[src/rtl/cpu_pipeline_pkg.sv]
// Shared pipeline definitions: default datapath widths, the LEGv8 NOP used
// for bubbles and flushes, the fetch entry layout, and a count-width helper.
package cpu_pipeline_pkg;

    localparam int ADDR_W  = 64;
    localparam int INSTR_W = 32;

    // LEGv8 NOP; inserted wherever a pipeline register must present a bubble.
    localparam logic [31:0] NOP_INSTR = 32'hD503201F;

    typedef struct packed {
        logic [ADDR_W-1:0]  pc;
        logic [INSTR_W-1:0] instr;
    } fetch_entry_t;

    // Width needed to hold an occupancy of 0..depth inclusive.
    function automatic int count_w(input int depth);
        return $clog2(depth + 1);
    endfunction

endpackage

[src/rtl/fetch_decode_queue_if.sv]
// Fetch-side and decode-side valid/ready handshakes of the IF/ID queue.
// master: the pipeline stages driving the queue; slave: the queue itself.
interface fetch_decode_queue_if #(
    parameter int ADDR_W  = 64,
    parameter int INSTR_W = 32
);
    logic               fetch_valid;
    logic               fetch_ready;
    logic [ADDR_W-1:0]  fetch_pc;
    logic [INSTR_W-1:0] fetch_instr;
    logic               dec_valid;
    logic               dec_ready;
    logic [ADDR_W-1:0]  dec_pc;
    logic [INSTR_W-1:0] dec_instr;

    modport master (
        output fetch_valid, fetch_pc, fetch_instr, dec_ready,
        input  fetch_ready, dec_valid, dec_pc, dec_instr
    );

    modport slave (
        input  fetch_valid, fetch_pc, fetch_instr, dec_ready,
        output fetch_ready, dec_valid, dec_pc, dec_instr
    );
endinterface

[src/rtl/fdq_storage.sv]
// Entry array for the fetch/decode queue: one synchronous write port and one
// combinational read port. Contents are meaningless until written, so no reset.
module fdq_storage #(
    parameter int DEPTH = 4,
    parameter int W     = 96,
    parameter int AW    = $clog2(DEPTH)
) (
    input  logic          clk,
    input  logic          wen,
    input  logic [AW-1:0] waddr,
    input  logic [W-1:0]  wdata,
    input  logic [AW-1:0] raddr,
    output logic [W-1:0]  rdata
);
    logic [W-1:0] mem_q [DEPTH];

    // Write the addressed entry when the queue accepts a word.
    always_ff @(posedge clk) begin
        if (wen) begin
            mem_q[waddr] <= wdata;
        end
    end

    assign rdata = mem_q[raddr];
endmodule

[src/rtl/fetch_decode_queue.sv]
// DEPTH-entry FIFO of {PC, instruction} between fetch and decode. Decode sees
// the head entry combinationally (NOP and PC 0 when empty); flush empties the
// queue and wins over any same-cycle push or pop.
module fetch_decode_queue
    import cpu_pipeline_pkg::*;
#(
    parameter int                 INSTR_W   = cpu_pipeline_pkg::INSTR_W,
    parameter int                 ADDR_W    = cpu_pipeline_pkg::ADDR_W,
    parameter int                 DEPTH     = 4,
    parameter logic [INSTR_W-1:0] NOP_INSTR = INSTR_W'(cpu_pipeline_pkg::NOP_INSTR),
    parameter int                 CNT_W     = count_w(DEPTH)
) (
    input  logic                   clk,
    input  logic                   reset,
    fetch_decode_queue_if.slave    q_if,
    input  logic                   flush,
    output logic [CNT_W-1:0]       count,
    output logic                   overflow_err
);
    localparam int               PTR_W    = $clog2(DEPTH);
    localparam int               ENT_W    = ADDR_W + INSTR_W;
    localparam logic [CNT_W-1:0] FULL_CNT = CNT_W'(DEPTH);

    logic [PTR_W-1:0] head_q, head_d;
    logic [PTR_W-1:0] tail_q, tail_d;
    logic [CNT_W-1:0] count_q, count_d;
    logic             overflow_q, overflow_d;
    logic             full, empty, push, pop;
    logic [ENT_W-1:0] rd_data;

    assign full  = (count_q == FULL_CNT);
    assign empty = (count_q == '0);

    // When full, fetch_ready stays low even if decode pops this cycle, so the
    // ready path never depends on dec_ready.
    assign push = q_if.fetch_valid && !full;
    assign pop  = !empty && q_if.dec_ready;

    // Next pointer/count/error state; flush overrides push and pop.
    always_comb begin
        head_d     = head_q;
        tail_d     = tail_q;
        count_d    = count_q;
        overflow_d = overflow_q;
        if (flush) begin
            head_d  = '0;
            tail_d  = '0;
            count_d = '0;
        end else begin
            if (q_if.fetch_valid && full) begin
                overflow_d = 1'b1;
            end
            if (push) begin
                tail_d = tail_q + PTR_W'(1);
            end
            if (pop) begin
                head_d = head_q + PTR_W'(1);
            end
            case ({push, pop})
                2'b10:   count_d = count_q + CNT_W'(1);
                2'b01:   count_d = count_q - CNT_W'(1);
                default: count_d = count_q;
            endcase
        end
    end

    // Control state with asynchronous clear; entries themselves are not reset.
    always_ff @(posedge clk or posedge reset) begin
        if (reset) begin
            head_q     <= '0;
            tail_q     <= '0;
            count_q    <= '0;
            overflow_q <= 1'b0;
        end else begin
            head_q     <= head_d;
            tail_q     <= tail_d;
            count_q    <= count_d;
            overflow_q <= overflow_d;
        end
    end

    fdq_storage #(
        .DEPTH (DEPTH),
        .W     (ENT_W),
        .AW    (PTR_W)
    ) u_storage (
        .clk   (clk),
        .wen   (push && !flush),
        .waddr (tail_q),
        .wdata ({q_if.fetch_pc, q_if.fetch_instr}),
        .raddr (head_q),
        .rdata (rd_data)
    );

    assign q_if.fetch_ready = !full;
    assign q_if.dec_valid   = !empty;
    assign q_if.dec_pc      = empty ? '0 : rd_data[ENT_W-1:INSTR_W];
    assign q_if.dec_instr   = empty ? NOP_INSTR : rd_data[INSTR_W-1:0];
    assign count            = count_q;
    assign overflow_err     = overflow_q;
endmodule

[src/flat_wrapper.sv]
// flat-port wrapper written by rule: the top's interface ports become plain ports
module fetch_decode_queue_flat import cpu_pipeline_pkg::*;
#(
    parameter int                 INSTR_W   = cpu_pipeline_pkg::INSTR_W,
    parameter int                 ADDR_W    = cpu_pipeline_pkg::ADDR_W,
    parameter int                 DEPTH     = 4,
    parameter logic [INSTR_W-1:0] NOP_INSTR = INSTR_W'(cpu_pipeline_pkg::NOP_INSTR),
    parameter int                 CNT_W     = count_w(DEPTH)
)
  (clk, reset, flush, count, overflow_err, q_if_fetch_valid, q_if_fetch_pc, q_if_fetch_instr, q_if_dec_ready, q_if_fetch_ready, q_if_dec_valid, q_if_dec_pc, q_if_dec_instr);
  fetch_decode_queue_if #(.ADDR_W(ADDR_W), .INSTR_W(INSTR_W)) q_if_i ();
  input  logic clk;
  input  logic reset;
  input  logic flush;
  output logic [CNT_W-1:0] count;
  output logic overflow_err;
  input wire logic [$bits(q_if_i.fetch_valid)-1:0] q_if_fetch_valid;
  input wire logic [$bits(q_if_i.fetch_pc)-1:0] q_if_fetch_pc;
  input wire logic [$bits(q_if_i.fetch_instr)-1:0] q_if_fetch_instr;
  input wire logic [$bits(q_if_i.dec_ready)-1:0] q_if_dec_ready;
  output wire logic [$bits(q_if_i.fetch_ready)-1:0] q_if_fetch_ready;
  output wire logic [$bits(q_if_i.dec_valid)-1:0] q_if_dec_valid;
  output wire logic [$bits(q_if_i.dec_pc)-1:0] q_if_dec_pc;
  output wire logic [$bits(q_if_i.dec_instr)-1:0] q_if_dec_instr;
  assign q_if_i.fetch_valid = q_if_fetch_valid;
  assign q_if_i.fetch_pc = q_if_fetch_pc;
  assign q_if_i.fetch_instr = q_if_fetch_instr;
  assign q_if_i.dec_ready = q_if_dec_ready;
  assign q_if_fetch_ready = q_if_i.fetch_ready;
  assign q_if_dec_valid = q_if_i.dec_valid;
  assign q_if_dec_pc = q_if_i.dec_pc;
  assign q_if_dec_instr = q_if_i.dec_instr;
  fetch_decode_queue #(.INSTR_W(INSTR_W), .ADDR_W(ADDR_W), .DEPTH(DEPTH), .NOP_INSTR(NOP_INSTR), .CNT_W(CNT_W)) u_core (.clk(clk), .reset(reset), .q_if(q_if_i), .flush(flush), .count(count), .overflow_err(overflow_err));
endmodule
[config.mk]
export PLATFORM = sky130hd
export DESIGN_NAME = fetch_decode_queue_flat
export DESIGN_NICKNAME = d
export VERILOG_FILES = /design/src/rtl/cpu_pipeline_pkg.sv /design/src/rtl/fetch_decode_queue_if.sv /design/src/rtl/fdq_storage.sv /design/src/rtl/fetch_decode_queue.sv /design/src/flat_wrapper.sv
export SDC_FILE = /design/constraint.sdc
export NUM_CORES = 1
export LEC_CHECK = 0
export CORE_ASPECT_RATIO = 0.9
export CORE_UTILIZATION = 49
export CTS_CLUSTER_SIZE = 20
export DETAILED_ROUTE_END_ITERATION = 10
export PLACE_DENSITY = 0.81
export SKIP_CTS_REPAIR_TIMING = 1
export SKIP_LAST_GASP = 1
export SYNTH_ARGS = -nofsm -noshare
export SYNTH_HDL_FRONTEND = slang
export SYNTH_HIERARCHICAL = 1
export SYNTH_SLANG_ARGS = --single-unit
[constraint.sdc]
create_clock -name clk -period 8.55 [get_ports clk]
set_input_delay 1.71 -clock clk [delete_from_list [all_inputs] [get_ports clk]]
set_output_delay 1.71 -clock clk [all_outputs]
set_load 0.01 [all_outputs]
=== Word-level counts from Yosys, hierarchy flattened ===
Memory sizes are Yosys's and may differ from the RTL's.
Index checks and enable logic that the tools add are counted.

* Eq/ne operators: 3
* Bitwise operators: 1
* Muxes and demuxes: 10
* $add $sub $neg: 4
* Reduce and logical (&&, ||, !) cells: 12

{| class="wikitable"
|+ Operators with widths
! operator !! count
|-
| $mux W64 || 1
|-
| $mux W32 || 1
|-
| $mux W2 || 4
|-
| $pmux W3 S2 || 1
|-
| $add A2 B1 Y2 const B || 2
|-
| $logic_and A1 B1 Y1 || 4
|-
| $reduce_bool A2 Y1 || 2
|-
| $add A3 B1 Y3 const B || 1
|-
| $eq A3 B3 Y1 const B || 1
|-
| $logic_not A1 Y1 || 3
|-
| $logic_not A3 Y1 || 1
|-
| $mux W3 || 1
|-
| $reduce_bool A3 Y1 || 1
|-
| $sub A3 B1 Y3 const B || 1
|-
| $eq A2 B1 Y1 const B || 1
|-
| $eq A2 B2 Y1 const B || 1
|-
| $mux W1 || 2
|-
| $reduce_and A2 Y1 || 1
|-
| $not A1 Y1 || 1
|}

* Memories: 1
* Memory bits (writable): 384
* Input port bits: 101
* Output and inout bits: 102
* Bits in registers: 8

{| class="wikitable"
|+ Memory list
! name !! depth !! bits a word !! rd ports !! clocked after memory_dff !! write ports !! RTL line !! source
|-
| u_core.u_storage.mem_q || 4 || 96 || 1 || 0 || 1 || fdq_storage.sv:15 || <nowiki>logic [W-1:0] mem_q [DEPTH];</nowiki>
|}

=== Depth between registers and ports, before layout ===
Gate-level depths: netlist of run 1.

* Depth after elaboration: 6
* Depth in mapped cells: 7

=== Hierarchy ===
The synthesis of run 1 kept the hierarchy.

{| class="wikitable"
|+ Modules (own cells, without submodules)
! module !! instances !! cells each !! area each (um^2) !! seq. area each (um^2)
|-
| fdq_storage || 1 || 506 || 13889.6 || 11531.1
|-
| fetch_decode_queue || 1 || 165 || 1253.7 || 200.2
|}

=== Worst setup path after synthesis of run 1 ===
Ideal clock, no wire load.

* Path kind: input-to-reg
* Start: input port q_if_fetch_valid
* End: memory u_core.u_storage.mem_q[0][0], enable pin
* Slack: -1337 ps
* Buffers on the path: 1
* Stages on the path: 4
* Data arrival time: 9200 ps
* Path through: buf_2 -> inv_1 -> nor3_1 -> nor3b_1

* Cells in the longest elaborated chain, start to end: 4

{| class="wikitable"
|+ Ends and longest elaborated chain
! element !! RTL line !! source
|-
| from (decl) || flat_wrapper.sv:17 || <nowiki>input wire logic [$bits(q_if_i.fetch_valid)-1:0] q_if_fetch_valid;</nowiki>
|-
| $logic_and A1 B1 Y1 || fetch_decode_queue.sv:36 || <nowiki>assign push = q_if.fetch_valid && !full;</nowiki>
|-
| $logic_and A1 B1 Y1 || fetch_decode_queue.sv:88 || <nowiki>.wen (push && !flush),</nowiki>
|-
| $mux W1 || fdq_storage.sv:19 || <nowiki>if (wen) begin</nowiki>
|-
| $mux W1 (not written as such) || fdq_storage.sv:20 || <nowiki>mem_q[waddr] <= wdata;</nowiki>
|-
| to (decl) || fdq_storage.sv:15 ||
|}

Every way passes these cells.

=== Worst setup path after layout of run 1 ===
* Start: register u_core.head_q[0]
* End: output port q_if_dec_instr[26]

* Cells in the longest elaborated chain, start to end: 2

{| class="wikitable"
|+ Ends and longest elaborated chain
! element !! RTL line !! source
|-
| from (decl) || fetch_decode_queue.sv:24 || <nowiki>logic [PTR_W-1:0] head_q, head_d;</nowiki>
|-
| from (signal assigned) || fetch_decode_queue.sv:70 || <nowiki>head_q <= '0;</nowiki>
|-
| from (signal assigned) || fetch_decode_queue.sv:75 || <nowiki>head_q <= head_d;</nowiki>
|-
| $mem_v2 Z4 W96 || -- ||
|-
| via u_core.rd_data[26] || fetch_decode_queue.sv:29 || <nowiki>logic [ENT_W-1:0] rd_data;</nowiki>
|-
| $mux W32 || fetch_decode_queue.sv:98 || <nowiki>assign q_if.dec_instr = empty ? NOP_INSTR : rd_data[INSTR_W-1:0];</nowiki>
|-
| to (decl) || flat_wrapper.sv:24 || <nowiki>output wire logic [$bits(q_if_i.dec_instr)-1:0] q_if_dec_instr;</nowiki>
|}

The timed path passes the listed nets, and every way through them passes these cells.

==> results of run 1 <==
==> cells by family (layout without fill, tap and decap cells) <==
logic type,Yosys count,count (layout),share of synthesized area
fa+ha+maj,1,1,0.00132
flops,392,392,0.775
simple gates,119,119,0.0517
mux,98,98,0.144
xor+xnor,3,3,0.00174
compound gates,14,14,0.00645
buf+inv,44,292,0.0198
==> per-stage QoR <==
step / utilization / power [W] / worst slack, ns
6_report: 0.624 / 0.00458 / 3.22
5_1_grt: 0.624 / 0.00474 / 2.91
4_1_cts: 0.624 / 0.00464 / 3.06
3_5_place_dp: 0.580 / 0.00290 / 3.58
3_3_place_gp: 0.580 / 0.00289 / 3.66
2_1_floorplan: - / 0.00261 / 2.09
==> placed cells by master (no fill, tap or decap), drive strengths merged, types with 2 or more instances in the layout <==
cell / instances
buf: 9
clkinv: 15
nand3: 3
or3: 2
nor2: 6
o21ai: 2
clkdlybuf4s50: 202
xor2: 2
and2: 83
dfrtp: 8
mux2: 2
nor3b: 2
bufinv: 4
inv: 9
a21oi: 3
o2111ai: 2
nand2b: 14
nand2: 2
edfxtp: 384
mux4: 96
clkbuf: 53
and3b: 2
==> how the worst max path moves through the flow <==
stage / startpoint / to / slack [ns] / cells after the start
after CTS: u_core/head_q[0]$_DFFE_PP0P_ / q_if_dec_pc[5] / 3.06 / 4
after floorplan: q_if_fetch_valid / u_core/u_storage/mem_q[0][0]$_DFFE_PP_ / 2.09 / 4
after global routing: u_core/head_q[0]$_DFFE_PP0P_ / q_if_dec_pc[5] / 2.91 / 4
final: u_core/head_q[0]$_DFFE_PP0P_ / q_if_dec_instr[26] / 3.22 / 4
after global placement: u_core/head_q[0]$_DFFE_PP0P_ / q_if_dec_pc[5] / 3.66 / 4
after detailed placement: q_if_fetch_valid / u_core/u_storage/mem_q[2][19]$_DFFE_PP_ / 3.58 / 5
==> final cells by class <==
cell class / count / share of cell area
inverters: 6 / 0.00120
clock inverters: 22 / 0.0112
flip-flops and latches: 392 / 0.624
multi-input cells: 235 / 0.167
clock buffers: 53 / 0.0592
well taps: 403 / 0.0268
repair buffers: 211 / 0.111
==> layer usage <==
layer | global-route usage | part of all wire
met3 | 0.0454 | 0.077
met4 | 0.0485 | 0.018
met1 | 0.247 | 0.41
met5 | 0 | 0.00098
met2 | 0.304 | 0.50
==> power breakdown <==
part | internal (W) | switching [W]
Sequential | 0.00217 | 0.0000409
Clock | 0.00104 | 0.000692
Combinational | 0.000370 | 0.000267
Total | 0.00358 | 0.00100
==> flip-flops by register name, indices dropped and copies added (netlist names) <==
name / count
u_core/overflow_err: 1
u_core/count: 3
u_core/u_storage/mem_q: 384
u_core/head_q: 2
u_core/tail_q: 2
==> cell usage after synthesis (2+ instances only) <==
| master | instances |
|---|---|
| mux4_2 | 96 |
| nor2_1 | 6 |
| buf_6 | 6 |
| a21oi_1 | 3 |
| o2111ai_1 | 2 |
| buf_2 | 14 |
| and2_1 | 61 |
| inv_1 | 6 |
| mux2_2 | 2 |
| and3b_1 | 2 |
| or3_1 | 2 |
| nor3b_1 | 2 |
| o21ai_0 | 2 |
| buf_8 | 5 |
| dfrtp_1 | 8 |
| xor2_1 | 2 |
| nand3_1 | 3 |
| and2_4 | 22 |
| nand2_1 | 2 |
| nand2b_1 | 14 |
| edfxtp_1 | 384 |
| clkbuf_1 | 12 |
==> worst max-delay path, cell delays in order, from the launching register on <==
cell             delay, ns
dfrtp_4               0.95
buf_4                 0.80
mux4_2                0.60
nand2b_1              0.17
clkdlybuf4s50_1       0.50
==> impl_metrics.py, run 1 <==
metrics = {
    "status": {
        "status": "finished, final reports clean",
    },
    "logic_synthesis": {
        "synth_edf_count": 384,
        "ys_ff_latch": 392,
        "ys_seq_area_frac": 0.775,
        "synth_ff_type": "edfxtp_1",
        "yosysTopAreaCell": "edfxtp_1",
        "synth_cells": 671,
        "ys_top_cells_by_area": "edfxtp_1 (76%), mux4_2 (14%), and2_1 (2.5%), dfrtp_1 (1.3%), and2_4 (1.3%)",
        "ys_warn_count": 6,
        "synth_area_per_cell_um2": 22.6,
        "synth.top_cell.area_share": 0.761,
        "synthesis.nets": 773,
        "ys_async_sr_fraction": 0.0204,
        "syn_area_um2": 15100,
        "ys_types": 37,
    },
    "critical_path": {
        "critPathLaunchType": "register",
        "cp-end-kind": "primary output",
        "r2r-start": "u_core/count[0]$_DFFE_PP0P_",
        "r2r_cells": 4,
        "crit_required_ns": 6.84,
        "cp_max_fo": 43,
        "crit_type": "register to primary output",
        "rr_endpoint": "u_core/u_storage/mem_q[2][11]$_DFFE_PP_",
        "arrival_ns": 3.62,
        "r2r_slack_ns": 5.31,
    },
    "floorplan": {
        "die_x_um": 187,
        "io_pins": 203,
        "die_h_um": 169,
        "die_area_um2": 31600,
        "core_um2": 30200,
        "rows": 60,
        "start_util": 0.502,
    },
    "drt": {
        "wirelength_um": 28600,
        "routedWlPerCell_um": 21.6,
        "vias": 7200,
        "drc": 0,
        "detail-route-antenna-nets": 0,
        "vias_per_cell": 5.45,
        "drtIter0Drc": 523,
        "firstDrtPassIters": 5,
    },
    "sta": {
        "slew_violations": 0,
        "final-hold-violation-count": 0,
        "finClkSkew_ns": 0.0207,
        "rsz0062_at_grt": "false",
        "finalCritPeriodShare": 0.624,
        "setup_viol": 0,
        "tightest_slew_ns": 0.877,
        "fin_crit_ns": 5.33,
        "whs_ns": 0.483,
        "slew_headroom": 0.415,
        "max_freq_mhz": 187,
        "setup-tns-final_ns": 0,
    },
    "place": {
        "dp_cells": 1247,
        "dpl_cell_area_um2": 17500,
        "place.gp.congestion": 0.727,
        "dpl.hpwl_um": 16600,
        "port_buffers": 202,
    },
    "global_route": {
        "grtUsageTotal": 0.184,
        "grt_pass1_wl_um": 44000,
        "grt-ovfl-total": 0,
        "grt_max_degree": 59,
        "grt_pass1_vias": 7691,
        "antenna_found_initial": 2,
    },
    "cts": {
        "cts_buffers": 41,
        "clockBufferDepth": 3,
        "h-tree-depth": 2,
        "cts.clk_slew.worst_paths_ns": 0.05,
        "cts_tree": "yes",
        "clk_latency_ns": 0.52,
        "numClockSinks": 392,
        "cts_root_buf": "clkbuf_16",
    },
    "final_layout": {
        "multi_input_area_um2": 3140,
        "drive_gt1_frac": 0.211,
        "finalInstanceArea_um2": 18800,
        "antenna_cells": 0,
        "fill_cells": 2076,
        "area_growth_pct": 24.3,
        "final_cells": 1322,
        "ff_latch_area_um2": 11700,
        "nets": 989,
    },
    "hold_path": {
        "hold_path_end": "u_core/overflow_err$_DFFE_PP0P_",
        "hp-class": "register to register",
        "whs_path_depth": 1,
        "worstHoldStart": "u_core/overflow_err$_DFFE_PP0P_",
    },
    "power_and_ir_drop": {
        "peakVddDrop_mv": 0.176,
        "p_per_area_nw_per_um2": 244,
        "p_leak_nw": 5.95,
    },
    "job": {
        "drv_cap": 0,
    },
}
Power figures use the tool's default switching activity.
==> inputs of run 2 (changes only) <==
CORE_UTILIZATION = 55   (was 49)
PLACE_DENSITY = 0.86   (was 0.81)
clock period = 5.3 ns   (was 8.55 ns; I/O delays follow)
==> run 2 against run 1 <==
Against the previous run: clock skew fell by 0.012 ns; global-route usage grew 2.4 points; largest cell class unchanged; critical path depth unchanged; critical endpoint is now q_if_dec_instr[25].
==> impl_metrics.py, run 2 (synthesized netlist as in run 1, its figures left out) <==
metrics = {
    "job": {
        "drv_cap": 0,
    },
    "final_layout": {
        "drive_gt1_frac": 0.207,
        "finalInstanceArea_um2": 18700,
        "area_growth_pct": 23.6,
        "final_common_cell": "edfxtp_1",
        "fill_cells": 1649,
        "nets": 989,
        "most-common-layout-cells": "edfxtp_1 (384), clkdlybuf4s50_1 (202), mux4_2 (96)",
        "largest_register_ffs": 384,
        "regMostFlops": "u_core/u_storage/mem_q",
        "final_cells": 1272,
    },
    "place": {
        "dp_cells": 1200,
        "dpl_cell_area_um2": 17500,
        "place.gp.congestion": 0.741,
        "port_buffers": 202,
        "dpl.hpwl_um": 16600,
    },
    "cts": {
        "cts_tree": "yes",
        "cts_root_buf": "clkbuf_16",
        "numClockSinks": 392,
        "h-tree-depth": 2,
        "cts_buffers": 39,
        "cts.clk_slew.worst_paths_ns": 0.06,
        "clockBufferDepth": 3,
        "clk_latency_ns": 0.51,
    },
    "global_route": {
        "grt-ovfl-total": 0,
        "met1_usage": 0.296,
        "grt.busiest_layer": "met2",
        "grt_max_degree": 98,
        "grtUsageTotal": 0.208,
        "grt.met3_usage": 0.0463,
        "use_met2": 0.333,
        "grt_pass1_wl_um": 44000,
        "grt_pass1_vias": 7619,
        "antenna_found_initial": 3,
    },
    "drt": {
        "firstDrtPassIters": 5,
        "drc": 0,
        "wirelength_um": 28600,
        "vias_per_cell": 5.73,
        "routedWlPerCell_um": 22.5,
        "vias": 7283,
        "detail-route-antenna-nets": 0,
        "drtIter0Drc": 567,
    },
    "critical_path": {
        "critPathLaunchType": "register",
        "r2r-start": "u_core/count[0]$_DFFE_PP0P_",
        "arrival_ns": 3.05,
        "crit_required_ns": 4.24,
        "cp-end-kind": "primary output",
        "rr_endpoint": "u_core/u_storage/mem_q[1][24]$_DFFE_PP_",
        "crit_type": "register to primary output",
        "r2r_slack_ns": 2.57,
        "cp_max_fo": 28,
        "r2r_cells": 4,
    },
    "status": {
        "status": "finished, final reports clean",
    },
    "floorplan": {
        "rows": 57,
        "io_pins": 203,
        "die_area_um2": 28200,
        "die_h_um": 159,
        "core_um2": 27000,
        "start_util": 0.560,
        "die_x_um": 177,
    },
    "hold_path": {
        "worstHoldStart": "u_core/overflow_err$_DFFE_PP0P_",
        "whs_path_depth": 1,
        "hold_path_end": "u_core/overflow_err$_DFFE_PP0P_",
        "hp-class": "register to register",
    },
    "sta": {
        "finalCritPeriodShare": 0.775,
        "setup-tns-final_ns": 0,
        "slew_headroom": 0.424,
        "max_freq_mhz": 244,
        "tightest_slew_ns": 0.864,
        "rsz0062_at_grt": "false",
        "finClkSkew_ns": 0.00894,
        "setup_viol": 0,
        "final-hold-violation-count": 0,
        "fin_crit_ns": 4.11,
        "slew_violations": 0,
    },
    "power_and_ir_drop": {
        "p_leak_nw": 5.91,
        "p_per_area_nw_per_um2": 383,
        "peakVddDrop_mv": 0.308,
    },
}
[run 2: changes by cell type in the layout (fill, tap and decap cells not counted), sizes merged]
cell	change
clkbuf	-5
clkinvlp	+1
buf	+2
diode	+2
clkinv	+2
bufinv	-1
inv	-2
[run 2: worst max path at each step]
stage | start | endpoint | slack [ns]
after floorplan | q_if_fetch_valid | u_core/u_storage/mem_q[0][0]$_DFFE_PP_ | 0.81
after global placement | q_if_fetch_valid | u_core/u_storage/mem_q[1][19]$_DFFE_PP_ | 1.49
after detailed placement | q_if_fetch_valid | u_core/u_storage/mem_q[1][20]$_DFFE_PP_ | 1.38
after CTS | u_core/head_q[0]$_DFFE_PP0P_ | q_if_dec_pc[1] | 1.11
after global routing | u_core/head_q[0]$_DFFE_PP0P_ | q_if_dec_pc[1] | 1.0
final | u_core/head_q[0]$_DFFE_PP0P_ | q_if_dec_instr[25] | 1.19
[run 2: per-layer routing]
layer	part of all wire	vias to the layer above	wire, µm
met4	0.016	2	463
met5	0.00045	-	13
met3	0.075	39	2160
li1	-	3175	-
met2	0.50	316	14300
met1	0.41	3751	11700
[run 2: critical path, cell delays in order (launching register included)]
cell             delay, ns
dfrtp_4               0.69
buf_4                 0.57
mux4_2                0.57
and2_1                0.18
clkdlybuf4s50_1       0.49
[run 2: final cells by class]
| class | count | area (µm²) | share of cell area |
|---|---|---|---|
| inverters | 6 | 22.5 | 0.00120 |
| flip-flops and latches | 392 | 11700 | 0.627 |
| well taps | 354 | 443 | 0.0237 |
| multi-input cells | 235 | 3140 | 0.168 |
| clock buffers | 48 | 1010 | 0.0540 |
| repair buffers | 213 | 2180 | 0.116 |
| clock inverters | 22 | 178 | 0.00949 |
| diodes | 2 | 5.00 | 0.000267 |
[run 2: stage by stage]
stage,hold WS [ns],power [W],utilization,setup slack [ns]
3_5_place_dp,0.456,0.00469,0.648,1.38
4_1_cts,0.482,0.00725,0.692,1.11
2_1_floorplan,0.499,0.00422,-,0.807
3_3_place_gp,0.466,0.00467,0.648,1.49
5_1_grt,0.505,0.00743,0.692,0.997
6_report,0.482,0.00718,0.692,1.19
[run 2: report_power, final]
part	leakage, nW	internal, W	switching [W]
combinational	1.74	0.000607	0.000452
sequential	3.59	0.00350	0.0000514
clock	0.579	0.00150	0.00106
==> inputs of run 3 (changes only) <==
clock period = 4.05 ns   (was 5.3 ns; I/O delays follow)
==> run 3 against run 2 <==
Against the previous run: clock skew fell by 0.0032 ns; setup slack got worse by 0.94 ns; core utilization rose by 0.22 points; non-clock buffer count rose by 5; sequential share of layout area fell by 0.20 points; flip-flop and latch count did not move; design area rose by 0.31%; combinational power rose by 34%; critical path type unchanged; critical endpoint is now q_if_dec_instr[21].
==> impl_metrics.py, run 3 (synthesized netlist as in run 1, its figures left out) <==
metrics = {
    "cts": {
        "cts.clk_slew.worst_paths_ns": 0.06,
        "clk_latency_ns": 0.51,
        "cts_tree": "yes",
        "cts_root_buf": "clkbuf_16",
        "clockBufferDepth": 3,
        "h-tree-depth": 2,
        "numClockSinks": 392,
        "cts_buffers": 39,
    },
    "critical_path": {
        "critPathLaunch": "u_core/count[0]$_DFFE_PP0P_",
        "critPathLaunchType": "register",
        "r2r-start": "u_core/count[0]$_DFFE_PP0P_",
        "path_buf_inv": 2,
        "cp_max_fo": 43,
        "arrival_ns": 2.99,
        "slowest_stage": "or3_2",
        "path_cells": "or3_2 -> buf_4 -> and2_1 -> clkdlybuf4s50_1",
        "cp-end-kind": "primary output",
        "crit_type": "register to primary output",
        "crit_required_ns": 3.24,
        "cpPeakStageDelay_ns": 0.93,
        "cp_top_family": "simple AND/OR/NAND/NOR gates",
    },
    "place": {
        "port_buffers": 202,
        "dpl_cell_area_um2": 17600,
        "dp_slack_ns": 0.741,
        "place.gp.congestion": 0.731,
        "dpl.hpwl_um": 17600,
    },
    "final_layout": {
        "drive_gt1_frac": 0.213,
        "fin_util": 0.694,
        "final_common_cell": "edfxtp_1",
        "regMostFlops": "u_core/u_storage/mem_q",
        "area_growth_pct": 24.0,
        "finalInstanceArea_um2": 18800,
        "most-common-layout-cells": "edfxtp_1 (384), clkdlybuf4s50_1 (202), mux4_2 (96)",
        "nets": 994,
        "largest_register_ffs": 384,
    },
    "sta": {
        "max_freq_mhz": 263,
        "final-hold-violation-count": 0,
        "finClkSkew_ns": 0.00578,
        "tightest_slew_ns": 0.879,
        "finalCritPeriodShare": 0.937,
        "setup_ws_ns": 0.253,
        "fin_crit_ns": 3.80,
        "slew_headroom": 0.414,
        "rsz0062_at_grt": "false",
        "slew_violations": 0,
        "whs_ns": 0.486,
        "setup_viol": 0,
    },
    "hold_path": {
        "worstHoldStart": "u_core/overflow_err$_DFFE_PP0P_",
        "hp-class": "register to register",
    },
    "drt": {
        "vias_per_cell": 5.69,
        "wirelength_um": 28700,
        "routedWlPerCell_um": 22.5,
        "firstDrtPassIters": 5,
        "detail-route-antenna-nets": 0,
        "drtIter0Drc": 577,
        "drc": 0,
        "vias": 7250,
    },
    "floorplan": {
        "die_x_um": 177,
        "core_um2": 27000,
        "die_area_um2": 28200,
        "start_util": 0.560,
        "io_pins": 203,
        "rows": 57,
        "die_h_um": 159,
    },
    "global_route": {
        "grtUsageTotal": 0.211,
        "grt_pass1_vias": 7819,
        "antenna_found_initial": 3,
        "grt_max_degree": 53,
        "grt-ovfl-total": 0,
        "grt_pass1_wl_um": 44500,
    },
    "job": {
        "drv_cap": 0,
    },
    "power_and_ir_drop": {
        "p_per_area_nw_per_um2": 497,
        "p_leak_nw": 5.93,
        "peakVddDrop_mv": 0.416,
    },
    "status": {
        "status": "finished, final reports clean",
    },
}
run 3: report_power, final:
group          leakage [nW]  internal, W  switching [W]
Clock                 0.558      0.00187        0.00139
Sequential             3.59      0.00458      0.0000598
Combinational          1.78     0.000811       0.000604
Total                  5.93      0.00727        0.00205
run 3: final timing paths:
path	slack, ns	end	cells past startpoint
worst max-delay path	0.25	q_if_dec_instr[21]	4
worst min-delay path	0.49	u_core/overflow_err$_DFFE_PP0P_	1
worst max register to register	1.69	u_core/u_storage/mem_q[1][73]$_DFFE_PP_	4
worst min register to register	0.49	u_core/overflow_err$_DFFE_PP0P_	1
max in group asynchronous	3.19	u_core/head_q[0]$_DFFE_PP0P_	2
min in group asynchronous	0.57	u_core/head_q[1]$_DFFE_PP0P_	2
run 3: metal layers:
| metal | track usage | vias to the layer above | wire length, µm |
|---|---|---|---|
| li1 | - | 3186 | - |
| met1 | 0.291 | 3728 | 11500 |
| met2 | 0.345 | 283 | 14500 |
| met3 | 0.0447 | 51 | 2120 |
| met4 | 0.0553 | 2 | 533 |
| met5 | 0 | - | 13 |
run 3: worst reg2reg max path, stage by stage, from the launching register on:
cell	delay, ns
dfrtp_1	0.50
nor3b_1	0.74
nor3_4	0.10
and3b_4	0.37
buf_12	0.26
run 3: through the flow:
stage	power, W	std cells	setup TNS [ns]
after global placement	0.00611	1205	0
final	0.00932	1274	0
after CTS	0.00940	1273	0
after detailed placement	0.00615	1205	0
after floorplan	0.00552	671	-0.953
after global routing	0.00965	1273	0
run 3: cell type report:
class | count | area [µm²]
repair buffers | 218 | 2250
multi-input cells | 235 | 3150
clock buffers | 51 | 1080
well taps | 354 | 443
inverters | 6 | 22.5
diodes | 1 | 2.50
clock inverters | 17 | 78.8
fillers | 1622 | 8260
flip-flops and latches | 392 | 11700
